## config.mk

```make
export PLATFORM = sky130hd
export DESIGN_NAME = cmp_hysteresis_tracker
export DESIGN_NICKNAME = d
export VERILOG_FILES = /design/src/rtl/cmp_pkg.sv /design/src/rtl/cmp_flag_decode.sv /design/src/rtl/cmp_hysteresis_tracker.sv
export SDC_FILE = /design/constraint.sdc
export NUM_CORES = 1
export LEC_CHECK = 0
export ABC_AREA = 1
export CAP_MARGIN = 20
export CORE_MARGIN = 2
export CORE_UTILIZATION = 45
export CTS_CLUSTER_SIZE = 12
export DETAILED_ROUTE_END_ITERATION = 6
export GPL_TIMING_DRIVEN = 0
export PLACE_DENSITY = 0.75
export SLEW_MARGIN = 20
export SYNTH_ARGS = -nofsm -noshare
export SYNTH_HDL_FRONTEND = slang
export SYNTH_SLANG_ARGS = --single-unit
export TNS_END_PERCENT = 30
```

## constraint.sdc

```tcl
create_clock -name CLK -period 1.9 [get_ports CLK]
set_clock_uncertainty 0.2 [all_clocks]
set_input_delay 0.38 -clock CLK [delete_from_list [all_inputs] [get_ports CLK]]
set_output_delay 0.38 -clock CLK [all_outputs]
set_load 0.05 [all_outputs]
```

## src/rtl/cmp_pkg.sv

```systemverilog
// Shared types for the comparator hysteresis tracker: decision states and sample classes.
package cmp_pkg;

  typedef enum logic [1:0] {
    ST_UNK  = 2'b00,
    ST_LOW  = 2'b01,
    ST_HIGH = 2'b10
  } state_e;

  typedef enum logic [1:0] {
    CLS_HOLD,
    CLS_UP,
    CLS_DOWN,
    CLS_BAD
  } sample_cls_e;

endpackage

```

## src/rtl/cmp_flag_decode.sv

```systemverilog
// Maps the comparator EQ/LT/GT flags to a sample class; anything not one-hot is BAD.
module cmp_flag_decode
  import cmp_pkg::*;
(
  input  logic        valid,
  input  logic        eq,
  input  logic        lt,
  input  logic        gt,
  output logic        take,
  output sample_cls_e cls
);

  assign take = valid;

  always_comb begin
    unique case ({eq, lt, gt})
      3'b001:  cls = CLS_UP;
      3'b010:  cls = CLS_DOWN;
      3'b100:  cls = CLS_HOLD;
      default: cls = CLS_BAD;
    endcase
  end

endmodule

```

## src/rtl/cmp_hysteresis_tracker.sv

```systemverilog
// Debounced HIGH/LOW decision with RISE/FALL pulses, peak tracking, sticky
// error flag and a saturating transition counter, fed by the magnitude comparator.
module cmp_hysteresis_tracker
  import cmp_pkg::*;
#(
  parameter int WIDTH    = 4,
  parameter int DEBOUNCE = 3,
  parameter int CNT_W    = 8
) (
  input  logic             CLK,
  input  logic             RST_N,
  input  logic             VALID,
  input  logic             EQ,
  input  logic             LT,
  input  logic             GT,
  input  logic [WIDTH-1:0] A,
  output logic             HIGH,
  output logic             LOW,
  output logic             RISE,
  output logic             FALL,
  output logic [WIDTH-1:0] PEAK,
  output logic             ERR,
  output logic [CNT_W-1:0] EVT_CNT
);

  localparam int SW = $clog2(DEBOUNCE + 1);

  logic        take;
  sample_cls_e cls;

  state_e      state, state_n;
  logic [SW-1:0] streak, streak_n, inc;
  logic        dir, dir_n;    // 1 = streak counts UP samples
  logic        rise_n, fall_n;
  logic        bump;
  state_e      target;

  cmp_flag_decode u_decode (
    .valid (VALID),
    .eq    (EQ),
    .lt    (LT),
    .gt    (GT),
    .take  (take),
    .cls   (cls)
  );

  always_comb begin
    // NOTE: every variable gets a default first so no path leaves one unassigned and infers a latch.
    state_n  = state;
    streak_n = streak;
    dir_n    = dir;
    rise_n   = 1'b0;
    fall_n   = 1'b0;
    bump     = 1'b0;
    target   = state;
    inc      = streak + 1'b1;

    if (take) begin
      unique case (state)
        ST_UNK: begin
          if (cls == CLS_UP || cls == CLS_DOWN) begin
            bump   = 1'b1;
            dir_n  = (cls == CLS_UP);
            target = (cls == CLS_UP) ? ST_HIGH : ST_LOW;
            // A reversal restarts the run at one sample in the new direction.
            if (dir != (cls == CLS_UP)) inc = SW'(1);
          end
        end
        ST_LOW: begin
          if (cls == CLS_UP) begin
            bump   = 1'b1;
            target = ST_HIGH;
          end else if (cls == CLS_DOWN) begin
            streak_n = '0;
          end
        end
        ST_HIGH: begin
          if (cls == CLS_DOWN) begin
            bump   = 1'b1;
            target = ST_LOW;
          end else if (cls == CLS_UP) begin
            streak_n = '0;
          end
        end
        default: state_n = ST_UNK;
      endcase

      if (bump) begin
        if (inc == SW'(DEBOUNCE)) begin
          state_n  = target;
          streak_n = '0;
          rise_n   = (target == ST_HIGH);
          fall_n   = (target == ST_LOW);
        end else begin
          streak_n = inc;
        end
      end
    end
  end

  always_ff @(posedge CLK) begin
    // NOTE: reset is sampled on the clock edge; all state uses non-blocking assignment.
    if (!RST_N) begin
      state   <= ST_UNK;
      streak  <= '0;
      dir     <= 1'b0;
      RISE    <= 1'b0;
      FALL    <= 1'b0;
      PEAK    <= '0;
      ERR     <= 1'b0;
      EVT_CNT <= '0;
    end else begin
      state  <= state_n;
      streak <= streak_n;
      dir    <= dir_n;
      RISE   <= rise_n;
      FALL   <= fall_n;
      if (take && cls != CLS_BAD && A > PEAK) PEAK <= A;
      if (take && cls == CLS_BAD) ERR <= 1'b1;
      if ((rise_n || fall_n) && EVT_CNT != '1) EVT_CNT <= EVT_CNT + 1'b1;
    end
  end

  assign HIGH = (state == ST_HIGH);
  assign LOW  = (state == ST_LOW);

endmodule

```

Word-level counts from Yosys, hierarchy flattened. Index checks and enable logic that the tools add are counted.

Add/subtract/negate cells: 2. Order comparisons: 1. Eq/ne operators: 18. Multiplexer cells: 32. Reductions and logical operators: 11.

Operators by type and width (count): 2-to-1 mux 2 bit (18); one-hot mux 2 bit (3 select lines) (2); equality test 2 bit, second input constant (5); 2-to-1 mux 1 bit (10); adder 8 x 1 -> 8 bit, second input constant (1); != test 8 bit, second input constant (1); equality test 2 x 1 -> 1 bit, second input constant (3); != test 3 x 1 -> 1 bit, second input constant (2); != test 3 x 2 -> 1 bit, second input constant (2); AND reduction 6 bit (1); > comparator 4 bit (1); logical AND 1 bit (4); one-hot mux 2 bit (2 select lines) (1); equality test 3 x 1 -> 1 bit, second input constant (1); equality test 3 x 2 -> 1 bit, second input constant (1); equality test 3 bit, second input constant (1); one-hot mux 1 bit (3 select lines) (1); AND reduction 3 bit (1); nonzero test 3 bit (1); OR reduction 3 bit (1); adder 2 x 1 -> 2 bit, second input constant (1); logical NOT 2 bit (1); logical OR 1 bit (2); != test 2 bit, second input constant (1); != test 1 bit (1).

Register bits after elaboration: 20. Input bits: 10. Output and inout bits: 17. Logic and storage cells: 72.

Depth between registers and ports, before layout.
Depth in word-level cells: 14. Gate-level depth with buffers: 15. Mapped depth without buffers: 15.

By module. A second synthesis with hierarchy kept.

Cells, all modules: 190. Area total of the unflattened synthesis: 1363.8 um^2.

By module, submodules not included: cmp_hysteresis_tracker (times used 1, cells an instance 180, area each 1313.8 um^2, sequential area each 400.4 um^2); cmp_flag_decode (times used 1, cells an instance 10, area each 50.0 um^2, sequential area each 0.0 um^2).

Worst setup path before layout. OpenSTA, ideal clock, no wires.

Path kind: flip-flop to flip-flop. Start: register state[0]. End: register EVT_CNT[2]. Setup time: 121 ps. Arrival time: 1918 ps. Data required time: 1579 ps. Slack: -338 ps. Cell stages (with the launch flop): 14. Path buffers: 0. Period minus slack after synthesis: 2238 ps. Path through: dfxtp_1 -> inv_1 -> ha_1 -> inv_1 -> nand2_1 -> nand2_1 -> o21ai_1 -> nand2_1 -> nor2_2 -> nand3_2 -> nand2_4 -> nand2_2 -> nand2_1 -> a21oi_1.

Cells in the longest elaborated chain, start to end: 9. Elaborated cells between the ends (all ways): 23. Those cells by class: eq/ne: 5; mux: 15; reduce/logical: 3.

Ends and longest elaborated chain: from (decl) (line cmp_hysteresis_tracker.sv:31) `state_e state, state_n;`; from (signal assigned) (line cmp_hysteresis_tracker.sv:113) `state <= state_n;`; equality test 2 bit *; net HIGH (line cmp_hysteresis_tracker.sv:17) `output logic HIGH,`; one-hot mux 2 bit (3 select lines) (line cmp_hysteresis_tracker.sv:59) `unique case (state)`; 2-to-1 mux 2 bit (line cmp_hysteresis_tracker.sv:58) `if (take) begin`; equality test 2 bit / equality test 2 x 1 -> 1 bit (equally long branches) (line cmp_hysteresis_tracker.sv:92, cmp_hysteresis_tracker.sv:93); 2-to-1 mux 1 bit (line cmp_hysteresis_tracker.sv:89) `if (inc == SW'(DEBOUNCE)) begin`; 2-to-1 mux 1 bit (line cmp_hysteresis_tracker.sv:88) `if (bump) begin`; 2-to-1 mux 1 bit (line cmp_hysteresis_tracker.sv:58); logical OR 1 bit * (line cmp_hysteresis_tracker.sv:120) `if ((rise_n || fall_n) && EVT_CNT != '1) EVT_CNT <= EVT_CNT + 1'b1;`; logical AND 1 bit * (line cmp_hysteresis_tracker.sv:120); to (signal assigned) (line cmp_hysteresis_tracker.sv:120); to (decl) (line cmp_hysteresis_tracker.sv:23) `output logic [CNT_W-1:0] EVT_CNT`.

Mark *: on every way through the listed nets, which the timed path passes. The rest lies on a longest branch. The select of a mux whose other input is x is not followed. A chain may end at the register's enable or synchronous reset.

Worst setup path after layout.
Start: register state[0]. End: register EVT_CNT[1].

Cells in the longest elaborated chain, start to end: 9. Elaborated cells between the ends (all ways): 23. Those cells by class: eq/ne: 5; mux: 15; reduce/logical: 3.

Ends and longest elaborated chain: equality test 2 bit (tied with other cells) (line cmp_hysteresis_tracker.sv:59); one-hot mux 2 bit (3 select lines) / 2-to-1 mux 2 bit (equally long branches) (line cmp_hysteresis_tracker.sv:59); 2-to-1 mux 2 bit (line cmp_hysteresis_tracker.sv:58); equality test 2 bit (tied with other cells) (line cmp_hysteresis_tracker.sv:92) `rise_n = (target == ST_HIGH);`; 2-to-1 mux 1 bit (line cmp_hysteresis_tracker.sv:89); 2-to-1 mux 1 bit (line cmp_hysteresis_tracker.sv:88); 2-to-1 mux 1 bit (line cmp_hysteresis_tracker.sv:58); logical OR 1 bit * (line cmp_hysteresis_tracker.sv:120); logical AND 1 bit * (line cmp_hysteresis_tracker.sv:120).

Mark *: on every way between the ends. The rest lies on a longest branch, timed or not. The select of a mux whose other input is x is not followed.

==> results.sh <==
export IMPL_pin_count=27
export IMPL_fin_ws_ns=-0.105
export IMPL_worstRegToRegCells=15
export IMPL_globalplace_congestion=0.808
export IMPL_power_density_nw_per_um2=494
export IMPL_routed_via_density=5.55
export IMPL_report_final_setup_viol=10
export IMPL_setup_worst_path_start_class="flip-flop"
export IMPL_seqPwrFrac=0.496
export IMPL_cts_sinks=20
export IMPL_relSlewSlack=0.670
export IMPL_synth_fa_ha_area_frac=0.0909
export IMPL_grt_pass1_vias=1296
export IMPL_r2r_end="EVT_CNT[1]"
export IMPL_power_internal_uw=597
export IMPL_h_tree_depth=1
export IMPL_ys_seq_area_frac=0.323
export IMPL_dp_cells=231
export IMPL_cp_max_fo=7
export IMPL_tightest_slew_ns=0.497
export IMPL_drv_cap=0
export IMPL_hold_buffers=0
export IMPL_cts_root_buf="clkbuf_4"
export IMPL_synthXorXnorAreaFrac=0.0424
export IMPL_violations="setup timing"
export IMPL_synth_cell_type_count=26
export IMPL_track_usage=0.206
export IMPL_synthTopCellsByArea="dfxtp_1 (32%), ha_1 (9.1%), nand2_1 (9.1%), a21oi_1 (8.9%), nand3_1 (6.9%)"
export IMPL_ff2ff_setup_slack_ns=-0.10
export IMPL_dp_hpwl_um=2170
export IMPL_drc=0
export IMPL_grt_max_degree=11
export IMPL_clk_latency_ns=0.30
export IMPL_synth_mux_area_fraction=0
export IMPL_antenna_found_initial=0
export IMPL_coreArea_um2=2690
export IMPL_area_growth_pct=46.6
export IMPL_required_ns=1.89
export IMPL_regToRegStartpoint="state[0]"
export IMPL_hold_class="flip-flop to flip-flop"
export IMPL_synth_compound_area_share=0.155
export IMPL_cts_tree="yes"
export IMPL_io_buffers=26
export IMPL_vias=1349
export IMPL_wl_per_cell_um=13.8
export IMPL_synth_simple_area_share=0.319
export IMPL_dp_worst_setup_slack_ns=-0.493
export IMPL_power_total_uw=897
export IMPL_die_x_um=56.5
export IMPL_initial_utilization=0.461
export IMPL_grtUsageMet2=0.374
export IMPL_slew_viol_final=0
export IMPL_syn_num_nets=193
export IMPL_synth_avg_cell_area_um2=7.12
export IMPL_hold_viol=0
export IMPL_drive_above_1_share=0.335
export IMPL_synth_cells=174
export IMPL_chipHeight_um=56.5
export IMPL_fin_hold_ws_ns=0.277
export IMPL_grt_setup_unrepaired="yes"
export IMPL_cts_clk_slew_worst_paths_ns=0.12
export IMPL_yosysTopAreaCellShare=0.323
export IMPL_drt_first_pass_iters=4
export IMPL_fin_cells=243
export IMPL_p_clk_frac=0.229
export IMPL_first_iter_violations=52
export IMPL_syn_cell_area_um2=1240
export IMPL_status="finished, violations left"
export IMPL_synth_top_area_cell="dfxtp_1"
export IMPL_synth_top_family_by_area="simple AND/OR/NAND/NOR gates"
export IMPL_cts_made_buffers=3
export IMPL_worstSetupPathType="flip-flop to flip-flop"
export IMPL_nets=233
export IMPL_clockBufferDepth=2
export IMPL_period_share=1.06
export IMPL_crit_path_end_kind="flip-flop"
export IMPL_fp_dieArea_um2=3190
export IMPL_cp_endpoint="EVT_CNT[1]"
export IMPL_grt_ovfl_total=0
export IMPL_layout_common_cells="nand2_1 (19), a21oi_1 (19), nand3_1 (16)"
export IMPL_power_switching_uw=300
export IMPL_swShare=0.335
export IMPL_grt_use_met3=0.0438
export IMPL_ys_warnings_count=0
export IMPL_rows=19
export IMPL_p_leak_uw=0.000771
export IMPL_pwr_share_comb=0.275
export IMPL_wl_um=3360
export IMPL_ant_nets=0
export IMPL_fmax_mhz=499
export IMPL_grt_pass1_wl_um=5340
export IMPL_synth_seq_cells=20
export IMPL_num_antenna_cells=0
export IMPL_grt_use_met1=0.244
export IMPL_cp_arrival_ns=2.00
export IMPL_peakVddDrop_uv=467
export IMPL_critPathLaunch="state[0]"
export IMPL_fin_crit_ns=2.00
export IMPL_top_usage_layer="met2"
-- registers in the layout (all words and copies together), names as in the netlist --
register / count
ERR: 1
state: 2
streak: 2
EVT_CNT: 8
FALL: 1
dir: 1
RISE: 1
PEAK: 4
-- power by group through the flow --
stage | clock network (µW) | logic [µW] | registers (µW)
after detailed placement | 0 | 206 | 455
after global placement | 0 | 200 | 455
after floorplan | 0 | 113 | 483
after global routing | 223 | 270 | 447
final | 205 | 247 | 445
after CTS | 204 | 224 | 444
-- logic make-up after synthesis --
kind of cell	Yosys count
DFF	20
buffers and inverters	23
and+or+nand+nor	80
adders and majority gates	9
xor gates and xnor gates	6
AOI/OAI and AO/OA	36
-- Yosys cell counts --
cell type	count
a21oi_1	22
clkbuf_1	1
clkinv_1	1
dfxtp_1	20
ha_1	9
inv_1	19
inv_2	2
nand2_1	30
nand2_2	7
nand2_4	1
nand3_1	17
nand3_2	2
nand3_4	1
nand4_1	3
nor2_1	14
nor2_2	1
nor2_4	1
nor3_1	2
o2111ai_1	1
o211ai_1	2
o21a_1	1
o21ai_0	8
o21ai_1	2
or2_2	1
xnor2_1	3
xor2_1	3
-- routing by layer --
metal	wire (µm)	up-vias	share of wire
met5	0	-	0
met4	20	0	0.0060
met3	132	4	0.039
met2	1860	36	0.55
met1	1340	652	0.40
li1	-	657	-
-- worst min-delay path by stage --
stage                 to  slack (ns)  startpoint  depth (start not counted)
5_1_grt          PEAK[0]        0.29     PEAK[0]                          2
3_5_place_dp     PEAK[0]        0.26     PEAK[0]                          2
3_3_place_gp         ERR        0.25         ERR                          1
4_1_cts          PEAK[0]        0.28     PEAK[0]                          2
2_1_floorplan  streak[0]        0.26   streak[0]                          2
6_report         PEAK[0]        0.28     PEAK[0]                          2
-- worst max-delay path, stage by stage (launching register included) --
cell and delay (ns):
dfxtp_4 0.40, inv_6 0.08, ha_4 0.16, inv_2 0.04, nand2_1 0.07, nand2_1 0.07
nand2_1 0.08, nand2_1 0.06, nand2_2 0.07, inv_1 0.06, nor2_2 0.16, nand2_4 0.11
nand2_8 0.10, nand2_8 0.08, nand2_4 0.08, a21oi_2 0.04
-- layout make-up --
class                           instances  area, µm²
Fill cell                             227        871
Multi-Input combinational cell        132        951
Buffer                                  1       3.75
Sequential cell                        20        414
Tap cell                               31       38.8
Clock buffer                            3       22.5
Timing Repair Buffer                   34        293
Inverter                               22       92.6
-- timing repair --
action,4_1_cts,5_1_grt
resized for setup,50,36
buffers inserted,7,1
gates cloned,1,0
pin swaps,12,8
endpoints found under the setup margin,31,23
-- per-stage QoR --
step,TNS (ns),util,area [µm²]
finish,-0.761,0.676,1820
global route,-2.70,0.676,1820
CTS,-0.385,0.642,1730
detailed placement,-7.14,0.589,1580
global placement,-6.27,0.589,1580
floorplan,0,-,1280
No activity file was read; power rests on OpenSTA's default activity.
